### src/rtl/io_pkg.sv
// Shared constants for the IO responder: address map, status bit positions and default TX FIFO depth.
package io_pkg;

    localparam logic [15:0] ADDR_LED         = 16'h1000;
    localparam logic [15:0] ADDR_UART_DATA   = 16'h2000;
    localparam logic [15:0] ADDR_UART_STATUS = 16'h2001;
    localparam logic [15:0] ADDR_TICK        = 16'h4000;

    localparam int STAT_TX_FULL    = 0;
    localparam int STAT_RX_AVAIL   = 1;
    localparam int STAT_RX_OVERRUN = 2;

    localparam int TX_DEPTH_DEFAULT = 4;

    typedef enum logic [2:0] {
        SEL_NONE,
        SEL_LED,
        SEL_UART_DATA,
        SEL_UART_STATUS,
        SEL_TICK
    } io_sel_e;

    function automatic io_sel_e decode_addr(input logic [15:0] addr);
        case (addr)
            ADDR_LED:         return SEL_LED;
            ADDR_UART_DATA:   return SEL_UART_DATA;
            ADDR_UART_STATUS: return SEL_UART_STATUS;
            ADDR_TICK:        return SEL_TICK;
            default:          return SEL_NONE;
        endcase
    endfunction

endpackage

### src/rtl/io_tx_fifo.sv
// Byte FIFO feeding the TX sink; registered storage, no fall-through, push accepted on full when a pop frees a slot.
module io_tx_fifo #(
    parameter int DEPTH = 4
) (
    input  logic       clk,
    input  logic       resetq,
    input  logic       push,
    input  logic [7:0] push_data,
    input  logic       pop,
    output logic [7:0] pop_data,
    output logic       full,
    output logic       empty
);

    localparam int AW = $clog2(DEPTH);

    logic [7:0]  mem_q [DEPTH];
    logic [AW-1:0] wr_ptr_q, wr_ptr_d;
    logic [AW-1:0] rd_ptr_q, rd_ptr_d;
    logic [AW:0]   count_q, count_d;
    logic          push_ok;
    logic          pop_ok;

    assign full     = (count_q == (AW+1)'(DEPTH));
    assign empty    = (count_q == '0);
    assign pop_ok   = pop && !empty;
    assign push_ok  = push && (!full || pop_ok);
    assign pop_data = mem_q[rd_ptr_q];

    always_comb begin
        wr_ptr_d = wr_ptr_q;
        rd_ptr_d = rd_ptr_q;
        count_d  = count_q;
        if (push_ok) wr_ptr_d = wr_ptr_q + AW'(1);
        if (pop_ok)  rd_ptr_d = rd_ptr_q + AW'(1);
        case ({push_ok, pop_ok})
            2'b10:   count_d = count_q + (AW+1)'(1);
            2'b01:   count_d = count_q - (AW+1)'(1);
            default: count_d = count_q;
        endcase
    end

    always_ff @(posedge clk or negedge resetq) begin
        if (!resetq) begin
            wr_ptr_q <= '0;
            rd_ptr_q <= '0;
            count_q  <= '0;
        end else begin
            wr_ptr_q <= wr_ptr_d;
            rd_ptr_q <= rd_ptr_d;
            count_q  <= count_d;
        end
    end

    // Storage needs no reset: entries are only visible once count covers them.
    always_ff @(posedge clk) begin
        if (push_ok) mem_q[wr_ptr_q] <= push_data;
    end

endmodule

### src/rtl/io_responder.sv
// IO responder: LED register, TX FIFO / RX byte port with status, and an optional tick counter
// (enabled by defining IO_TICK_COUNTER_EN).
module io_responder
    import io_pkg::*;
#(
    parameter int WIDTH    = 16,
    parameter int TX_DEPTH = TX_DEPTH_DEFAULT
) (
    input  logic             clk,
    input  logic             resetq,
    input  logic             io_rd,
    input  logic             io_wr,
    input  logic [15:0]      io_addr,
    input  logic [WIDTH-1:0] io_dout,
    output logic [WIDTH-1:0] io_din,
    output logic             io_ready,
    output logic [7:0]       leds,
    output logic [7:0]       tx_data,
    output logic             tx_valid,
    input  logic             tx_ready,
    input  logic [7:0]       rx_data,
    input  logic             rx_valid
);

    io_sel_e          sel;
    logic             tx_full, tx_empty, tx_pop, tx_push;
    logic             wr_en, rd_en, rx_read, stat_read;
    logic [WIDTH-1:0] rd_data, status, tick_val;

    logic [WIDTH-1:0] io_din_q, io_din_d;
    logic [7:0]       leds_q, leds_d;
    logic [7:0]       rx_byte_q, rx_byte_d;
    logic             rx_avail_q, rx_avail_d;
    logic             rx_overrun_q, rx_overrun_d;

    assign sel       = decode_addr(io_addr);
    assign tx_valid  = !tx_empty;
    assign tx_pop    = tx_valid && tx_ready;
    assign io_ready  = !(io_wr && (sel == SEL_UART_DATA) && tx_full && !tx_pop);
    assign wr_en     = io_wr && io_ready;
    assign rd_en     = io_rd && !io_wr;
    assign tx_push   = wr_en && (sel == SEL_UART_DATA);
    assign rx_read   = rd_en && (sel == SEL_UART_DATA);
    assign stat_read = rd_en && (sel == SEL_UART_STATUS);

    io_tx_fifo #(.DEPTH(TX_DEPTH)) u_tx_fifo (
        .clk       (clk),
        .resetq    (resetq),
        .push      (tx_push),
        .push_data (io_dout[7:0]),
        .pop       (tx_pop),
        .pop_data  (tx_data),
        .full      (tx_full),
        .empty     (tx_empty)
    );

    always_comb begin
        status                  = '0;
        status[STAT_TX_FULL]    = tx_full;
        status[STAT_RX_AVAIL]   = rx_avail_q;
        status[STAT_RX_OVERRUN] = rx_overrun_q;
        rd_data = '0;
        case (sel)
            SEL_LED:         rd_data = WIDTH'(leds_q);
            SEL_UART_DATA:   rd_data = WIDTH'(rx_byte_q);
            SEL_UART_STATUS: rd_data = status;
            SEL_TICK:        rd_data = tick_val;
            default:         rd_data = '0;
        endcase
    end

    // A new byte always lands; it only counts as an overrun if the old one was unread and not being read now.
    always_comb begin
        io_din_d     = rd_en ? rd_data : io_din_q;
        leds_d       = (wr_en && sel == SEL_LED) ? io_dout[7:0] : leds_q;
        rx_byte_d    = rx_valid ? rx_data : rx_byte_q;
        rx_avail_d   = rx_valid ? 1'b1 : (rx_read ? 1'b0 : rx_avail_q);
        rx_overrun_d = rx_overrun_q;
        if (rx_valid && rx_avail_q && !rx_read) rx_overrun_d = 1'b1;
        else if (stat_read)                     rx_overrun_d = 1'b0;
    end

    always_ff @(posedge clk or negedge resetq) begin
        if (!resetq) begin
            io_din_q     <= '0;
            leds_q       <= '0;
            rx_byte_q    <= '0;
            rx_avail_q   <= 1'b0;
            rx_overrun_q <= 1'b0;
        end else begin
            io_din_q     <= io_din_d;
            leds_q       <= leds_d;
            rx_byte_q    <= rx_byte_d;
            rx_avail_q   <= rx_avail_d;
            rx_overrun_q <= rx_overrun_d;
        end
    end

`ifdef IO_TICK_COUNTER_EN
    logic [WIDTH-1:0] tick_q, tick_d;

    assign tick_d   = (wr_en && sel == SEL_TICK) ? '0 : tick_q + WIDTH'(1);
    assign tick_val = tick_q;

    always_ff @(posedge clk or negedge resetq) begin
        if (!resetq) tick_q <= '0;
        else         tick_q <= tick_d;
    end
`else
    assign tick_val = '0;
`endif

    assign io_din = io_din_q;
    assign leds   = leds_q;

endmodule

### config.mk
export PLATFORM = sky130hd
export DESIGN_NAME = io_responder
export DESIGN_NICKNAME = d
export VERILOG_FILES = /design/src/rtl/io_pkg.sv /design/src/rtl/io_tx_fifo.sv /design/src/rtl/io_responder.sv
export SDC_FILE = /design/constraint.sdc
export NUM_CORES = 1
export LEC_CHECK = 0
export ABC_AREA = 1
export BUFFER_PORTS_ARGS = -buffer_cell sky130_fd_sc_hd__buf_2
export CAP_MARGIN = 20
export CORE_MARGIN = 1.5
export CORE_UTILIZATION = 57
export DETAILED_ROUTE_END_ITERATION = 8
export PLACE_DENSITY_LB_ADDON = 0.08
export SKIP_LAST_GASP = 1
export SLEW_MARGIN = 20
export SYNTH_ARGS = -nofsm -noshare
export SYNTH_HDL_FRONTEND = slang
export SYNTH_HIERARCHICAL = 1
export SYNTH_SLANG_ARGS = --single-unit
export TNS_END_PERCENT = 50
### constraint.sdc
create_clock -name clk -period 3.85 [get_ports clk]
set_input_delay 0.5775 -clock clk [delete_from_list [all_inputs] [get_ports clk]]
set_output_delay 0.5775 -clock clk [all_outputs]
set_load 0.01 [all_outputs]
* Yosys cells after proc, flatten, opt, wreduce, memory -nomap -nowiden
Memory sizes are Yosys's and may differ from the RTL's.
Cells that the tools add are included.
W data, S select, Z words.
** Operators by class
- Muxes and demuxes :: 9
- $add $sub $neg :: 4
- Reductions and logical operators :: 25
- Equal/unequal tests :: 10
** Operator list (number)
- $eq A16 B14 Y1 const B :: 2
- $pmux W8 S3 :: 1
- $eq A16 B13 Y1 const B :: 1
- $eq A16 B15 Y1 const B :: 1
- $logic_and A1 B1 Y1 :: 14
- $pmux W3 S4 :: 1
- $eq A3 B2 Y1 const B :: 2
- $logic_not A1 Y1 :: 6
- $mux W1 :: 6
- $pmux W3 S2 :: 1
- $reduce_bool A2 Y1 :: 3
- $add A2 B1 Y2 const B :: 2
- $add A3 B1 Y3 const B :: 1
- $eq A3 B1 Y1 const B :: 1
- $eq A3 B3 Y1 const B :: 1
- $logic_not A3 Y1 :: 1
- $sub A3 B1 Y3 const B :: 1
- $eq A2 B1 Y1 const B :: 1
- $eq A2 B2 Y1 const B :: 1
- $logic_or A1 B1 Y1 :: 1
** Storage, ports and cells
- Output and inout bits :: 34
- Register bits after elaboration :: 41
- Memories :: 1
- Word-level logic and storage cells :: 57
- Memory bits (writable) :: 32
- Input port bits :: 46
** Memories
- u_tx_fifo.mem_q :: words 4, bits a word 8, read ports 1, clocked after Yosys merged registers in 0, write ports 1, line io_tx_fifo.sv:17 : logic [7:0] mem_q [DEPTH];

* Logic depth before layout (Yosys ltp)
- Word-level depth :: 12
- Mapped depth :: 17
- Gate-level depth less buffers :: 17

* Cells and area by module
Netlist, hierarchy kept.
** By module, submodules not included
- io_tx_fifo :: area an instance 1715.4 um2, instances 1, cells an instance 148, sequential area each 1136.1 um2
- io_responder :: area an instance 1387.6 um2, instances 1, cells an instance 178, sequential area each 650.6 um2

* Worst setup path after synthesis
No wires, ideal clock.
- Kind :: in2reg
- Start point :: input port io_addr[11]
- End point :: register u_tx_fifo.count_q[2]
- Stages :: 15
- Setup slack :: 1.359 ns
- Data arrival time :: 2.374 ns
- Setup time :: 0.117 ns
- Path buffers :: 0
- Required time :: 3.733 ns
- Cells stage by stage :: nor2_1 > nand2_1 > nor2_4 > nand2_4 > nor2_4 > nand3_4 > and3_1 > nand2_4 > ha_1 > inv_1 > fa_1 > nand2_1 > nand3_1 > nand2_1 > nand2_1
** On the way
- Longest elaborated chain between the ends :: 12
- Elaborated cells between the ends (all ways) :: 17
- Classes of those cells :: 7 x eq/ne; 2 x mux; 8 x reduce/logical
** RTL lines
- start: declaration :: line io_responder.sv:13 : input logic [15:0] io_addr,
- $eq A16 B15 Y1 (tied with other cells) :: line io_pkg.sv:24 : case (addr)
- $pmux W3 S4 (*) :: line io_pkg.sv:24
- $eq A3 B2 Y1 (*) :: line io_responder.sv:39, io_responder.sv:42
- $logic_and A1 B1 Y1 (3 in series) :: line io_responder.sv:39 : assign io_ready = !(io_wr && (sel == SEL_UART_DATA) && tx_full && !tx_pop);
- $logic_not A1 Y1 :: line io_responder.sv:39
- $logic_and A1 B1 Y1 :: line io_responder.sv:40 : assign wr_en = io_wr && io_ready;
- $logic_and A1 B1 Y1 (*) :: line io_responder.sv:42 : assign tx_push = wr_en && (sel == SEL_UART_DATA);
- via tx_push :: line io_responder.sv:26 : logic tx_full, tx_empty, tx_pop, tx_push;
- $logic_and A1 B1 Y1 (*) :: line io_tx_fifo.sv:27 : assign push_ok = push && (!full || pop_ok);
- $eq A2 B1 Y1 or $eq A2 B2 Y1 (tied branches) :: line io_tx_fifo.sv:36 : case ({push_ok, pop_ok})
- $pmux W3 S2 or $reduce_bool A2 Y1 (tied branches)
- end signal: assignment :: line io_tx_fifo.sv:51 : count_q <= count_d;
- end: declaration :: line io_tx_fifo.sv:20 : logic [AW:0] count_q, count_d;
The timed path passes the listed nets; every way through them passes the cells marked *.
A chain may end at the register's enable or synchronous reset.

* Worst setup path after layout
- Start point :: register u_tx_fifo.count_q[0]
- End point :: register u_tx_fifo.count_q[2]
** On the way
- Elaborated cells between the ends (all ways) :: 20
- Classes of those cells :: 2 x add/sub; 3 x eq/ne; 1 x mux; 14 x reduce/logical
** RTL lines
- $eq A3 B3 Y1 (*) :: line io_tx_fifo.sv:24 : assign full = (count_q == (AW+1)'(DEPTH));
- via tx_full :: line io_responder.sv:26
- $logic_and A1 B1 Y1 (*) (2 in series) :: line io_responder.sv:39
- $logic_not A1 Y1 (*) :: line io_responder.sv:39
- $logic_and A1 B1 Y1 (*) :: line io_responder.sv:40
- $logic_and A1 B1 Y1 (*) :: line io_responder.sv:42
- via tx_push :: line io_responder.sv:26
- $logic_and A1 B1 Y1 (*) :: line io_tx_fifo.sv:27
- $eq A2 B1 Y1 or $eq A2 B2 Y1 (tied branches) :: line io_tx_fifo.sv:36
- $pmux W3 S2 or $reduce_bool A2 Y1 (tied branches)
Marks and branches as above.

==> flow_summary.json <==
{
  "status": "finished clean",
  "post-route-min-period_ps": 2590,
  "finalCritPeriodShare_pct": 67.1,
  "power_density_nw_per_um2": 381,
  "worst_setup_path_start_kind": "flip-flop",
  "die_x_microns": 76.8,
  "grt_residual_overflow": 0,
  "maxClockFrequency_mhz": 387,
  "routedLengthMet1_microns": 2590,
  "cellLeakagePower_nw": 1.75,
  "number_of_gates_resized_after_cts": 0,
  "power_frac_clock_pct": 41.8,
  "timing.critical_path.required_ps": 4060,
  "syn_area_sq_um": 3100,
  "layout-area-overhead-vs-synth_pct": 16.0,
  "worstMarginPinSlew_ps": 766,
  "drt_drc_violations_left": 0,
  "synth_cells": 326,
  "combinationalPowerShare_pct": 4.2,
  "cts_tree": "yes",
  "setup.worst_path.start": "u_tx_fifo/count_q[0]",
  "grt_usage_pct": 22.4,
  "antenna_violating_nets_post_route": 0,
  "dr.first_iter.drc_count": 100,
  "critical_path_class": "reg -> reg",
  "ctsRootBufferMaster": "sky130_fd_sc_hd__clkbuf_8",
  "post-synth-top-area-fraction_pct": 31.0,
  "synthesis.yosys.warnings": 6,
  "sequentialPowerShare_pct": 54.0,
  "synth.most_common_cell": "sky130_fd_sc_hd__nand2_1",
  "worst_ir_drop_vdd_uv": 258,
  "timing_hold_violations_final": 0,
  "die-height_microns": 76.8,
  "number_of_top_level_pins": 80,
  "insertion_delay_ps": 330,
  "critical_path.endpoint_type": "flip-flop",
  "worstReg2RegStart": "u_tx_fifo/count_q[0]",
  "drv_slew": 0,
  "cts_hold_buf": 0,
  "io_buffer_count": 63,
  "grt_first_pass_wirelength_microns": 10300,
  "synthTopCellsByArea": "sky130_fd_sc_hd__edfxtp_1 (31%), sky130_fd_sc_hd__dfrtp_1 (27%), sky130_fd_sc_hd__nand2_1 (11%)",
  "ratio_of_routed_vias_to_standard_cells": 4.97,
  "tns_ps": 0,
  "post-cts-setup-buffer-count": 0,
  "rsz0062_at_grt": "no",
  "ys_top_cells_by_count": "sky130_fd_sc_hd__nand2_1 (94), sky130_fd_sc_hd__nor2_1 (36), sky130_fd_sc_hd__dfrtp_1 (33)",
  "synth-edff-count": 32,
  "grt_max_degree": 34,
  "dr_total_vias": 2323,
  "yosys_most_used_dff": "sky130_fd_sc_hd__dfrtp_1",
  "synth.distinct_cells": 31,
  "number_of_buffers_created_by_cts": 9,
  "rows": 26,
  "fill_cells": 405,
  "met3_wire_length_microns": 256,
  "met2_length_microns": 3150,
  "skew_ps": 6.78,
  "power.switching_mw": 0.282,
  "highest_layer": "met4",
  "dpl.hpwl_microns": 4220,
  "design.core.area_sq_um": 5170,
  "p_int_mw": 1.09,
  "setup-violations-final": 0,
  "worst_hold_path_type": "in -> async",
  "drt_pre_antenna_iters": 4,
  "cp_data_arrival_time_ps": 2800,
  "cts.path.max_buffers": 2,
  "syn_avg_cell_area_sq_um": 9.52,
  "synth_seq_cells": 65,
  "max_cap_violations": 0,
  "routed_wirelength_normalized_by_instance_count_microns": 12.9,
  "die_area_sq_um": 5900,
  "clock_sink_count": 65,
  "start_util_pct": 60.0,
  "sequential_cell_area_sq_um": 1790,
  "place.detailed.instances": 451,
  "drt-total-wl_microns": 6020,
  "design.final.nets": 444,
  "number_of_global_route_vias_before_repair": 2281,
  "postSynth.asyncResetShare_pct": 50.8,
  "antenna_found_initial": 0,
  "path_clk_slew_ps": 70,
  "sw_frac_of_total_pct": 20.6,
  "post_layout_nonfiller_instances": 467,
  "timing.max_slew.rel_slack_pct": 48.7,
  "h-tree-depth": 3,
  "synth_top_area_cell": "sky130_fd_sc_hd__edfxtp_1",
  "diodes": 0,
  "layout-drive-gt1-share_pct": 24.2,
  "yosysSeqAreaShare_pct": 57.6,
  "gp_congestion": 0.790,
  "critical_path_peak_fanout": 10,
  "multi_input_comb_area_sq_um": 1080
}
metrics by stage:
stage / cell area (sq um) / power, mW / utilization (%) / hold WS (ps) / setup slack, ps
after CTS: 3600 / 1.38 / 69.6 / 334 / 1250
after floorplan: 3130 / 0.783 / - / 282 / 1360
after global placement: 3400 / 0.812 / 65.7 / 456 / 1090
after detailed placement: 3400 / 0.815 / 65.7 / 459 / 1030
final: 3600 / 1.37 / 69.6 / 314 / 1260
after global routing: 3600 / 1.42 / 69.6 / 375 / 1040
worst paths after layout:
check,cells past startpoint,slack [ps],to
setup reg to reg,11,1260,u_tx_fifo/count_q[2]
min in group clk,3,450,rx_byte_q[2]
setup / recovery,11,1260,u_tx_fifo/count_q[2]
max in group asynchronous,1,3060,io_din[3]
hold / removal,1,310,io_din[1]
hold reg to reg,2,470,rx_byte_q[2]
kinds of logic (layout without fill, tap and decap cells):
family	Yosys count	count (layout)	synth area share, %
other cells	1	8	0.121
simple gates	170	170	25.0
fa+ha+maj	6	6	2.66
xor+xnor	1	1	0.282
flops	65	65	57.6
buf+inv	46	110	8.39
compound gates	37	37	5.97
layout make-up:
cell class | instances | area share (%)
Clock inverter | 3 | 1.11
Tap cell | 70 | 2.43
Sequential cell | 65 | 49.6
Multi-Input combinational cell | 222 | 30.1
Clock buffer | 13 | 4.41
Inverter | 31 | 3.58
Timing Repair Buffer | 63 | 8.76
registers in the layout (all words and copies together), names as in the netlist:
register,cells
rx_overrun_q,1
u_tx_fifo/mem_q,32
u_tx_fifo/count_q,3
u_tx_fifo/rd_ptr_q,2
rx_avail_q,1
rx_byte_q,8
leds,8
u_tx_fifo/wr_ptr_q,2
io_din,8
layer usage:
metal,up-vias,global-route usage (%)
met5,-,0
met3,4,4.17
li1,1175,-
met2,62,39.8
met4,0,8.89
met1,1082,26.6
cell usage in the layout, fill, tap and decap left out:
master                       n
sky130_fd_sc_hd__nand3_4     2
sky130_fd_sc_hd__dfrtp_1    33
sky130_fd_sc_hd__nand3_2     1
sky130_fd_sc_hd__nor2_4      3
sky130_fd_sc_hd__buf_2      63
sky130_fd_sc_hd__o21ai_0    19
sky130_fd_sc_hd__bufinv_16   1
sky130_fd_sc_hd__nand2_1    94
sky130_fd_sc_hd__inv_2       1
sky130_fd_sc_hd__nand2_4     2
sky130_fd_sc_hd__xnor2_1     1
sky130_fd_sc_hd__nor3_1      1
sky130_fd_sc_hd__o21ai_1    18
sky130_fd_sc_hd__nand3b_1    1
sky130_fd_sc_hd__and3_1      1
sky130_fd_sc_hd__nor2_1     36
sky130_fd_sc_hd__nor2_2      4
sky130_fd_sc_hd__clkbuf_8   11
sky130_fd_sc_hd__edfxtp_1   32
sky130_fd_sc_hd__inv_8       1
sky130_fd_sc_hd__clkinv_4    1
sky130_fd_sc_hd__nand3_1    11
sky130_fd_sc_hd__inv_1      27
sky130_fd_sc_hd__conb_1      8
sky130_fd_sc_hd__nand2_2     4
sky130_fd_sc_hd__clkinv_2    2
sky130_fd_sc_hd__fa_1        1
sky130_fd_sc_hd__nand4_1    10
sky130_fd_sc_hd__clkinv_1    1
sky130_fd_sc_hd__clkbuf_1    2
sky130_fd_sc_hd__ha_1        5
critical path: stages (launching register included):
cell	delay, ps
sky130_fd_sc_hd__dfrtp_1	430
sky130_fd_sc_hd__nor3_1	510
sky130_fd_sc_hd__nand3_4	230
sky130_fd_sc_hd__and3_1	280
sky130_fd_sc_hd__nand2_4	120
sky130_fd_sc_hd__ha_1	180
sky130_fd_sc_hd__inv_1	70
sky130_fd_sc_hd__fa_1	380
sky130_fd_sc_hd__nand2_1	100
sky130_fd_sc_hd__nand3_1	80
sky130_fd_sc_hd__nand2_1	60
sky130_fd_sc_hd__nand2_1	50
power by group through the flow:
stage	registers (mW)	clock network (mW)	logic, mW
floorplan	0.755	0	0.0285
global placement	0.755	0	0.0573
detailed placement	0.755	0	0.0594
CTS	0.741	0.581	0.0595
global route	0.741	0.608	0.0665
finish	0.741	0.574	0.0583
(Power assumes the default switching activity.)
